--- config.mk ---
export PLATFORM = sky130hd
export DESIGN_NAME = memc_stream_tx
export DESIGN_NICKNAME = d
export VERILOG_FILES = /design/src/rtl/memc_stream_tx.sv
export SDC_FILE = /design/constraint.sdc
export NUM_CORES = 1
export LEC_CHECK = 0
export CAP_MARGIN = 25
export CORE_MARGIN = 2
export CORE_UTILIZATION = 65
export CTS_BUF_LIST = sky130_fd_sc_hd__clkbuf_16
export CTS_CLUSTER_SIZE = 10
export DETAILED_ROUTE_END_ITERATION = 12
export PLACE_DENSITY = 0.87
export SLEW_MARGIN = 15
export SYNTH_ARGS = -nofsm -noshare
export SYNTH_HDL_FRONTEND = slang
export SYNTH_SLANG_ARGS = --single-unit
--- constraint.sdc ---
create_clock -name clk -period 7 [get_ports clk]
set_input_delay 1.75 -clock clk [delete_from_list [all_inputs] [get_ports clk]]
set_output_delay 1.75 -clock clk [all_outputs]
set_load 0.05 [all_outputs]
--- src/rtl/memc_stream_tx.sv ---
// Streams 1..16 raster frames from a frame store to a MEMC core and collects the returned motion vectors.
// Two-entry prefetch FIFO whose head can bypass straight from the read-data bus, so one pixel per cycle is sustained.
module memc_stream_tx #(
    parameter int FRAME_PIX = 4096,
    parameter int BLK_NUM   = 64
) (
    input  logic        clk,
    input  logic        rst,
    input  logic        start,
    input  logic [3:0]  frames_m1,
    output logic        src_rd,
    output logic [15:0] src_addr,
    input  logic [7:0]  src_data,
    output logic        pixel_valid,
    output logic [7:0]  pixel,
    input  logic        busy,
    input  logic        mv_valid,
    input  logic [7:0]  mv,
    input  logic [5:0]  mv_addr,
    input  logic [5:0]  mv_rd_addr,
    output logic [7:0]  mv_rd_data,
    output logic        mv_frame_done,
    output logic [3:0]  mv_frame_idx,
    output logic        done,
    output logic        mv_err
);
    localparam int MVW = $clog2(16 * BLK_NUM + 1);
    localparam int BW  = (BLK_NUM > 1) ? $clog2(BLK_NUM) : 1;

    typedef enum logic [1:0] {IDLE, SEND, DRAIN, FIN} state_t;

    state_t         state;
    logic [3:0]     frm_m1;
    logic [3:0]     nxt_frm;
    logic [11:0]    nxt_pix;
    logic           rd_q;
    logic [1:0]     occ;
    logic [1:0]     occ_nx;
    logic [7:0]     hd;
    logic [7:0]     tl;
    logic [MVW-1:0] mv_cnt;
    logic [MVW-1:0] mv_total;
    logic [BW-1:0]  mv_blk;
    logic [3:0]     mv_set;
    logic [7:0]     tbl [64];
    logic           pop;
    logic           issue_ok;
    logic           last_addr;
    logic           mv_live;
    logic           mv_acc;

    // rd_q marks read data on the bus this cycle; it counts as the youngest FIFO entry.
    assign pixel_valid = (occ != 2'd0) || rd_q;
    assign pixel       = (occ != 2'd0) ? hd : (rd_q ? src_data : 8'h00);
    assign pop         = pixel_valid && !busy;
    assign occ_nx      = occ + {1'b0, rd_q} - {1'b0, pop};
    assign issue_ok    = ({1'b0, occ_nx} + {2'b00, src_rd}) < 3'd2;
    assign last_addr   = (nxt_frm == frm_m1) && (nxt_pix == 12'(FRAME_PIX - 1));
    assign mv_total    = MVW'(frm_m1) * MVW'(BLK_NUM);
    assign mv_live     = (state == SEND) || (state == DRAIN);
    assign mv_acc      = mv_valid && mv_live && (mv_cnt < mv_total);

    always_ff @(posedge clk) begin
        if (rst) begin
            state         <= IDLE;
            frm_m1        <= 4'd0;
            nxt_frm       <= 4'd0;
            nxt_pix       <= 12'd0;
            rd_q          <= 1'b0;
            occ           <= 2'd0;
            hd            <= 8'h00;
            tl            <= 8'h00;
            src_rd        <= 1'b0;
            src_addr      <= 16'h0000;
            mv_cnt        <= '0;
            mv_blk        <= '0;
            mv_set        <= 4'd0;
            mv_frame_done <= 1'b0;
            mv_frame_idx  <= 4'd0;
            done          <= 1'b0;
            mv_err        <= 1'b0;
            mv_rd_data    <= 8'h00;
        end else begin
            rd_q       <= src_rd;
            occ        <= occ_nx;
            mv_rd_data <= tbl[mv_rd_addr];

            // Bus data is stored unless it is handed over directly in the cycle it arrives.
            case (occ)
                2'd0: begin
                    if (rd_q && !pop) hd <= src_data;
                end
                2'd1: begin
                    if (rd_q && pop) hd <= src_data;
                    else if (rd_q)   tl <= src_data;
                end
                default: begin
                    if (pop) begin
                        hd <= tl;
                        tl <= src_data;
                    end
                end
            endcase

            mv_frame_done <= 1'b0;
            if (mv_acc) begin
                mv_cnt <= mv_cnt + MVW'(1);
                if (mv_blk == BW'(BLK_NUM - 1)) begin
                    mv_blk        <= '0;
                    mv_set        <= mv_set + 4'd1;
                    mv_frame_done <= 1'b1;
                    mv_frame_idx  <= mv_set + 4'd1;
                end else begin
                    mv_blk <= mv_blk + BW'(1);
                end
            end else if (mv_valid) begin
                mv_err <= 1'b1;
            end

            src_rd <= 1'b0;
            case (state)
                IDLE: begin
                    if (start) begin
                        state        <= SEND;
                        frm_m1       <= frames_m1;
                        src_rd       <= 1'b1;
                        src_addr     <= 16'h0000;
                        nxt_frm      <= 4'd0;
                        nxt_pix      <= 12'd1;
                        mv_cnt       <= '0;
                        mv_blk       <= '0;
                        mv_set       <= 4'd0;
                        mv_frame_idx <= 4'd0;
                        done         <= 1'b0;
                        mv_err       <= 1'b0;
                    end
                end
                SEND: begin
                    if (issue_ok) begin
                        src_rd   <= 1'b1;
                        src_addr <= {nxt_frm, nxt_pix};
                        if (last_addr) begin
                            state <= DRAIN;
                        end else if (nxt_pix == 12'(FRAME_PIX - 1)) begin
                            nxt_pix <= 12'd0;
                            nxt_frm <= nxt_frm + 4'd1;
                        end else begin
                            nxt_pix <= nxt_pix + 12'd1;
                        end
                    end
                end
                DRAIN: begin
                    if (occ_nx == 2'd0 && !src_rd && (mv_cnt + MVW'(mv_acc)) == mv_total) begin
                        state <= FIN;
                        done  <= 1'b1;
                    end
                end
                default: begin
                    state <= IDLE;
                end
            endcase
        end
    end

    // The table itself is deliberately left out of reset.
    always_ff @(posedge clk) begin
        if (mv_acc) tbl[mv_addr] <= mv;
    end
endmodule

; After elaboration in Yosys (flattened, before gate mapping)
; Memory sizes are Yosys's and may differ from the RTL's. A register that Yosys moved wholly into a read port is not among the register bits.
; Cells that the tools add are included.
[op_classes]
n_addsub = 9
n_mul = 0
div_mod_pow = 0
order_cmp = 2
eq_ne = 17
n_shift = 0
muxes = 56
bitwise = 2
n_reduce_logical = 30
[ops]
columns = cell, count
row1 = two-way mux 8 bit, 8
row2 = two-way mux 12 bit, 4
row3 = two-way mux 4 bit, 12
row4 = two-way mux 11 bit, 3
row5 = two-way mux 16 bit, 2
row6 = case mux 16 bit (2 select lines), 1
row7 = case mux 8 bit (2 select lines), 2
row8 = two-way mux 6 bit, 4
row9 = case mux 12 bit (2 select lines), 1
row10 = != test 2 bit (second input constant), 9
row11 = adder 12 x 1 -> 12 bit (second input constant), 1
row12 = equality test 12 bit (second input constant), 1
row13 = AND reduction 4 bit, 3
row14 = adder 11 x 1 -> 11 bit, 1
row15 = adder 11 x 1 -> 11 bit (second input constant), 1
row16 = equality test 11 x 10 -> 1 bit, 1
row17 = less-than comparator 11 x 10 -> 1 bit, 1
row18 = two-way mux 1 bit, 11
row19 = AND reduction 3 bit, 3
row20 = adder 4 x 1 -> 4 bit (second input constant), 2
row21 = logical AND 1 bit, 8
row22 = two-way mux 2 bit, 4
row23 = case mux 4 bit (2 select lines), 1
row24 = nonzero test 2 bit, 4
row25 = other kinds (20), 28
[word_totals]
reg_bits = 86
latch_bits = 0
ramBits = 512
romBits = 0
in_bits = 37
wordCells = 134
n_memories = 1
[memory_table]
columns = memory, depth, width, rd, rd_clocked_by_memory_dff, write_ports, line
row1 = tbl, 64, 8, 1, 1, 1, 45  ; logic [7:0] tbl [64];

; Depth between registers and ports, before layout
; Gate-level depths: netlist of the first run.
[logic_depth]
ltp_word = 9
depth_mapped = 14

; Worst setup path before layout of the first run
; Ideal clock, no wire load.
[synth_timing]
kind = in2out
from = in src_data[0]
to = out pixel[0]
arrival_ns = 2.872
required_ns = 5.250
path_slack_ns = 2.378
path_stages = 2
path_cell_list = nand2_1 > o21ai_0
[synth_via]
elab_chain_len = 2
[synth_rtl]
columns = element, line
row1 = start: declaration, 13  ; input logic [7:0] src_data,
row2 = two-way mux 8 bit (2 in a row), 54  ; assign pixel = (occ != 2'd0) ? hd : (rd_q ? src_data : 8'h00);
row3 = end: declaration, 15  ; output logic [7:0] pixel,
; Every way passes these cells.

; Worst setup path after layout of the first run
; Ends and elaborated chain as after synthesis.

==> results of run 1 <==
[where the power goes]
| group | switching [W] | internal (W) | total [W] |
|---|---|---|---|
| Sequential | 0.0000586 | 0.00397 | 0.00403 |
| Combinational | 0.000535 | 0.000297 | 0.000832 |
| Clock | 0.00137 | 0.00192 | 0.00328 |
| Total | 0.00196 | 0.00618 | 0.00814 |
[critical path: stages]
cell	delay (ns)
clkdlybuf4s50_1	0.50
nand2_1	0.06
o21ai_0	0.17
clkdlybuf4s50_1	0.83
[worst paths after layout]
check / startpoint / end / slack [ns] / cells after the start
hold / removal: mv_set[1] / mv_set[1] / 0.47 / 2
setup / recovery: src_data[0] / pixel[0] / 1.93 / 4
hold reg to reg: mv_set[1] / mv_set[1] / 0.47 / 2
setup reg to reg: frm_m1[1] / tbl[13][1] / 3.15 / 8
[state kept, by name (all words and copies together) (netlist names), 6 cells and up]
register    count
tbl           512
src_addr       16
nxt_pix        12
mv_cnt         11
hd              8
mv_rd_data      8
tl              8
mv_blk          6
[layer usage]
metal | up-vias | GRT usage | part of all wire
met1 | 6731 | 0.414 | 0.38
li1 | 5464 | - | -
met2 | 855 | 0.496 | 0.50
met3 | 138 | 0.0621 | 0.091
met4 | 0 | 0.117 | 0.037
met5 | - | 0 | 0
[through the flow]
step           cells  power, W  cell area, um2  setup slack [ns]
5_1_grt         1914   0.00837           27300              1.86
2_1_floorplan   1334   0.00466           24200              2.38
3_3_place_gp    1807   0.00488           25300              1.96
4_1_cts         1914   0.00817           27300              1.94
6_report        1914   0.00814           27300              1.93
3_5_place_dp    1808   0.00491           25300              1.93
[kinds of logic after synthesis]
logic type | count (synthesis)
xor+xnor | 36
fa+ha+maj | 16
flops | 606
compound gates | 102
buf+inv | 93
mux | 199
simple gates | 282
[synthesized netlist by cell type (2+ instances only)]
cell type | count | area share
mux4_2 | 160 | 0.15
inv_1 | 13 | 0.0020
a2111oi_4 | 2 | 0.0023
a2111oi_0 | 2 | 0.00072
buf_4 | 12 | 0.0037
a31oi_1 | 3 | 0.00077
nand3_1 | 23 | 0.0047
a21o_1 | 2 | 0.00062
o211ai_1 | 3 | 0.00093
or3_1 | 5 | 0.0013
nor2b_1 | 8 | 0.0021
xnor2_1 | 14 | 0.0051
mux2i_1 | 39 | 0.016
and2_1 | 5 | 0.0013
and4_1 | 5 | 0.0018
nand2_1 | 46 | 0.0071
xor2_1 | 21 | 0.0076
nand3b_1 | 5 | 0.0015
dfxtp_1 | 94 | 0.078
a22oi_1 | 16 | 0.0050
a211oi_1 | 16 | 0.0050
buf_2 | 14 | 0.0029
edfxtp_1 | 512 | 0.63
and3_1 | 6 | 0.0015
a21oi_1 | 20 | 0.0041
ha_1 | 16 | 0.0083
or4b_1 | 2 | 0.00083
nand4b_1 | 4 | 0.0014
clkbuf_1 | 32 | 0.0050
or2_2 | 2 | 0.00052
o21ai_0 | 16 | 0.0033
nand4_1 | 11 | 0.0028
buf_1 | 19 | 0.0029
nor2_1 | 143 | 0.022
nor4_1 | 3 | 0.00077
nand2b_1 | 9 | 0.0023
o22ai_1 | 9 | 0.0023
nor3_1 | 2 | 0.00041
[cell type report]
class	count	area, um2	share of cell area
clock buffers	74	1850	0.0678
clock inverters	32	169	0.00618
inverters	14	52.6	0.00192
multi-input cells	635	6570	0.240
flip-flops and latches	606	17300	0.632
well taps	468	586	0.0214
repair buffers	85	837	0.0306
==> key figures, run 1 <==
CTS
  – CTS root buf: clkbuf_16
  – CTS clock-pin slew for the worst setup and hold paths: approximately 0.05 ns
  – CTS resizes: 0
  – # hold bufs at CTS: 0
  – # clock sinks: roughly 610
  – CTS tree: built
  – CTS Buf Count: 70
  – H-tree Lvls: 3
  – Post-CTS Setup Bufs: 0
  – Clock Latency Late Sink: 0.59 ns
  – Worst-case clock buffer depth: 3

Route
  – Iteration-0 DRC Markers: about 1500
  – Vias post-DR: between 10000 and 15000
  – First drt pass iteration count: 6
  – Vias/cell: between 6 and 7
  – Avg WL per Cell: a little under 30 um
  – Routed WL: between 50 and 60 mm
  – DRC: 0
  – Post-route ant nets: 0

Place
  – Input/output buffers: a little under 80
  – Gpl congestion: roughly 0.85
  – Hpwl dp: a little over 30 mm

Synth
  – Xor/xnor share of the synthesized area: 0.0136
  – Predominant post-synthesis flop cell: edfxtp_1
  – Complex-gate fraction of the synthesized area: 0.0305
  – Cells after Synth: about 1300
  – Post-synthesis mux area share: 0.165
  – Mean area per synthesized cell: between 15 and 20 um2
  – Post-Syn Area: approximately 0.024 mm2
  – Post-synth EDFFs: 512
  – Simple-Gate Fraction of Synth Area: 0.0536
  – Synth Area in Adders: 0.00826
  – #FFs+latches synth: roughly 610
  – Synth cell types: between 50 and 60
  – Syn Nets: approximately 1400
  – Sequential fraction of the synthesis area: 0.712
  – Synth warnings: 0
  – Largest family of logic cells by synthesized area: multiplexers
  – Asr flop ratio synth: 0

Global routing
  – Remaining Overflow, GRT: 0
  – Largest net degree at the start of global routing: between 70 and 80
  – Gr usage total: 0.305
  – Vias in the first global route: 13500
  – First-pass GRT wire length: between 80 and 90 mm
  – Antenna violations before repair: 0

Timing
  – Final Max Tran Viols: 0
  – Highest clock rate: just under 0.2 GHz
  – RSZ-0062 raised after global routing: no
  – Period utilization: 0.725
  – Setup_tns: 0 ns
  – Clock Skew: a little over 0.03 ns
  – Final Hold Slack: 0.473 ns
  – Final setup viols: 0
  – Max-slew headroom: 0.273
  – Final hold violations: 0
  – Least-Margin Pin Slew: ~1.1 ns
  – Tmin final: just over 5 ns

Critical path
  – Critical path class: primary input to primary output
  – Worst Path Arrival: 3.32 ns
  – Worst setup EP type: primary output
  – Worst EP required: roughly 5.3 ns
  – Setup crit start kind: primary input
  – CP Max Fanout: 3

Cells and area
  – Share of layout cells above drive strength 1: 0.187
  – P&R area growth vs syn: 12.7%
  – Most common cell after layout, fill and taps aside: edfxtp_1
  – # fillers: between 1500 and 2000
  – Final core utilization: 0.744
  – Most frequent cells in the layout: edfxtp_1, mux4_2, nor2_1
  – Final-stage net count: approximately 1500
  – Ant diodes: 0

Die
  – Starting Density: 0.661
  – Core area: roughly 0.037 mm2
  – Die span in y: about 200 um
  – DIE AREA: around 0.039 mm2
  – Site Rows: 70
  – Io pins: 78
  – Die W: 197 um

Power and ir drop
  – Worst vdd ir: just over 0.0002 V
  – Power Density: 298 mW/mm2
  – Leak: between 8 and 9 nW

Outcome
  – Status: completed

Worst hold path
  – HP Class: flip-flop to flip-flop

Flow run
  – MaxCap Viol Count: 0
Note: power is estimated with default switching activity, not from simulation.
==> inputs of run 2 (changes only) <==
- CORE_UTILIZATION: 65 -> 61
- PLACE_DENSITY: 0.87 -> 0.82
- clock period: 7 -> 5.2 ns (I/O delays scaled with it)
==> key figures, run 2 (same netlist as run 1, synthesis figures left out) <==
Timing
  – Period utilization: 0.804
  – Setup_tns: 0 ns
  – Max-slew headroom: 0.339
  – Clock Skew: 0.0201 ns
  – Final setup viols: 0
  – Final Max Tran Viols: 0
  – Tmin final: 4.18 ns
  – RSZ-0062 raised after global routing: no
  – Least-Margin Pin Slew: 0.985 ns
  – Final hold violations: 0
  – Highest clock rate: between 0.2 and 0.25 GHz

Global routing
  – Antenna violations before repair: 2
  – First-pass GRT wire length: a little over 80 mm
  – Largest net degree at the start of global routing: 65
  – Vias in the first global route: about 13000
  – Remaining Overflow, GRT: 0
  – Gr usage total: 0.276

Cells and area
  – Most common cell after layout, fill and taps aside: edfxtp_1
  – Most frequent cells in the layout: edfxtp_1, mux4_2, nor2_1
  – Final-stage net count: approximately 1500
  – Final core utilization: 0.707
  – # fillers: 2347
  – Biggest regs: tbl: 512 flops, src_addr: 16 flops, nxt_pix: 12 flops
  – Largest reg by FF count: tbl
  – Share of layout cells above drive strength 1: 0.220
  – Ant diodes: 0
  – P&R area growth vs syn: 15.2%
  – Max FFs per register: just over 500

CTS
  – Worst-case clock buffer depth: 3
  – CTS root buf: clkbuf_16
  – Post-CTS Setup Bufs: 0
  – # hold bufs at CTS: 0
  – CTS clock-pin slew for the worst setup and hold paths: 0.05 ns
  – CTS resizes: 0
  – H-tree Lvls: 3
  – Clock Latency Late Sink: between 0.5 and 0.6 ns
  – CTS Buf Count: 71
  – # clock sinks: about 600
  – CTS tree: built

Critical path
  – Reg2reg path depth: 13
  – FF-to-FF setup slack: between 1 and 1.5 ns
  – CP Max Fanout: 3
  – R2r startpoint: frm_m1[3]
  – Critical path class: primary input to primary output
  – Worst setup EP type: primary output
  – Worst setup startpoint: src_data[1]
  – Reg-to-reg endpoint: done
  – Worst EP required: roughly 3.9 ns
  – Setup crit start kind: primary input
  – Worst Path Arrival: approximately 2.9 ns

Power and ir drop
  – Worst vdd ir: 0.000313 V
  – P_sw: around 0.0026 W
  – Leak: around 9.1 nW
  – Switching share of power: 0.238
  – Power share of the clock group: 0.402
  – Sequential share of power: 0.495
  – Power Density: 393 mW/mm2
  – Logic pwr share: 0.103
  – Pint: roughly 0.0083 W

Place
  – Input/output buffers: 77
  – Gpl congestion: between 0.8 and 0.9
  – Hpwl dp: 32.5 mm

Worst hold path
  – Hold depth: 2
  – Min-delay src: src_addr[0]
  – Worst hold endpoint: src_addr[0]
  – HP Class: flip-flop to flip-flop

Route
  – Avg WL per Cell: about 27 um
  – Routed WL: roughly 55 mm
  – First drt pass iteration count: 5
  – Post-route ant nets: 0
  – Vias/cell: 6.49
  – DRC: 0
  – Iteration-0 DRC Markers: between 1000 and 1500
  – Vias post-DR: about 13000

Die
  – Site Rows: 73
  – Io pins: 78
  – Starting Density: 0.614
  – Die span in y: 203 um
  – Die W: 203 um
  – DIE AREA: 0.0413 mm2
  – Core area: ~0.04 mm2

Outcome
  – Status: completed

Flow run
  – MaxCap Viol Count: 0
run 2: changes by cell type in the layout (fill, tap and decap cells not counted), sizes merged:
cell,before,now
buf,19,77
bufinv,1,0
clkbuf,75,78
clkinv,1,2
inv,44,42
run 2: per-stage QoR:
stage	worst slack [ns]	power, W	instances	instance area [um2]	hold WS, ns
final	1.02	0.0110	2030	27900	0.470
after global routing	0.939	0.0113	2030	27900	0.491
after CTS	1.03	0.0110	2028	27900	0.468
after detailed placement	0.868	0.00663	1922	25900	0.451
after global placement	1.00	0.00659	1917	25800	0.447
after floorplan	1.48	0.00627	1334	24200	0.449
run 2: routing by layer:
layer	global-route usage	up-vias	share of wire
met5	0	-	0.00047
met4	0.100	4	0.032
met3	0.0804	149	0.11
met2	0.438	831	0.49
met1	0.369	6616	0.37
li1	-	5582	-
run 2: worst max-delay path, cell delays in order:
cell             delay, ns
clkdlybuf4s50_1       0.51
nand2_1               0.06
o21ai_0               0.17
clkdlybuf4s50_1       0.83
run 2: worst max-delay path by stage:
stage | endpoint | depth (start not counted)
2_1_floorplan | pixel[0] | 2
4_1_cts | pixel[1] | 4
5_1_grt | pixel[0] | 4
3_5_place_dp | done | 12
3_3_place_gp | done | 12
6_report | pixel[1] | 4
run 2: power groups by stage:
stage          clock network, W  logic [W]  registers (W)
2_1_floorplan                 0   0.000739        0.00553
3_3_place_gp                  0    0.00108        0.00551
3_5_place_dp                  0    0.00112        0.00551
4_1_cts                 0.00445    0.00113        0.00542
5_1_grt                 0.00464    0.00122        0.00543
6_report                0.00441    0.00113        0.00542
run 2: final cells by class:
cell class | instances | area (um2) | share of cell area
well taps | 525 | 657 | 0.0235
inverters | 14 | 52.6 | 0.00188
multi-input cells | 635 | 6560 | 0.235
flip-flops and latches | 606 | 17300 | 0.618
clock buffers | 76 | 1900 | 0.0681
repair buffers | 144 | 1350 | 0.0483
clock inverters | 30 | 136 | 0.00489
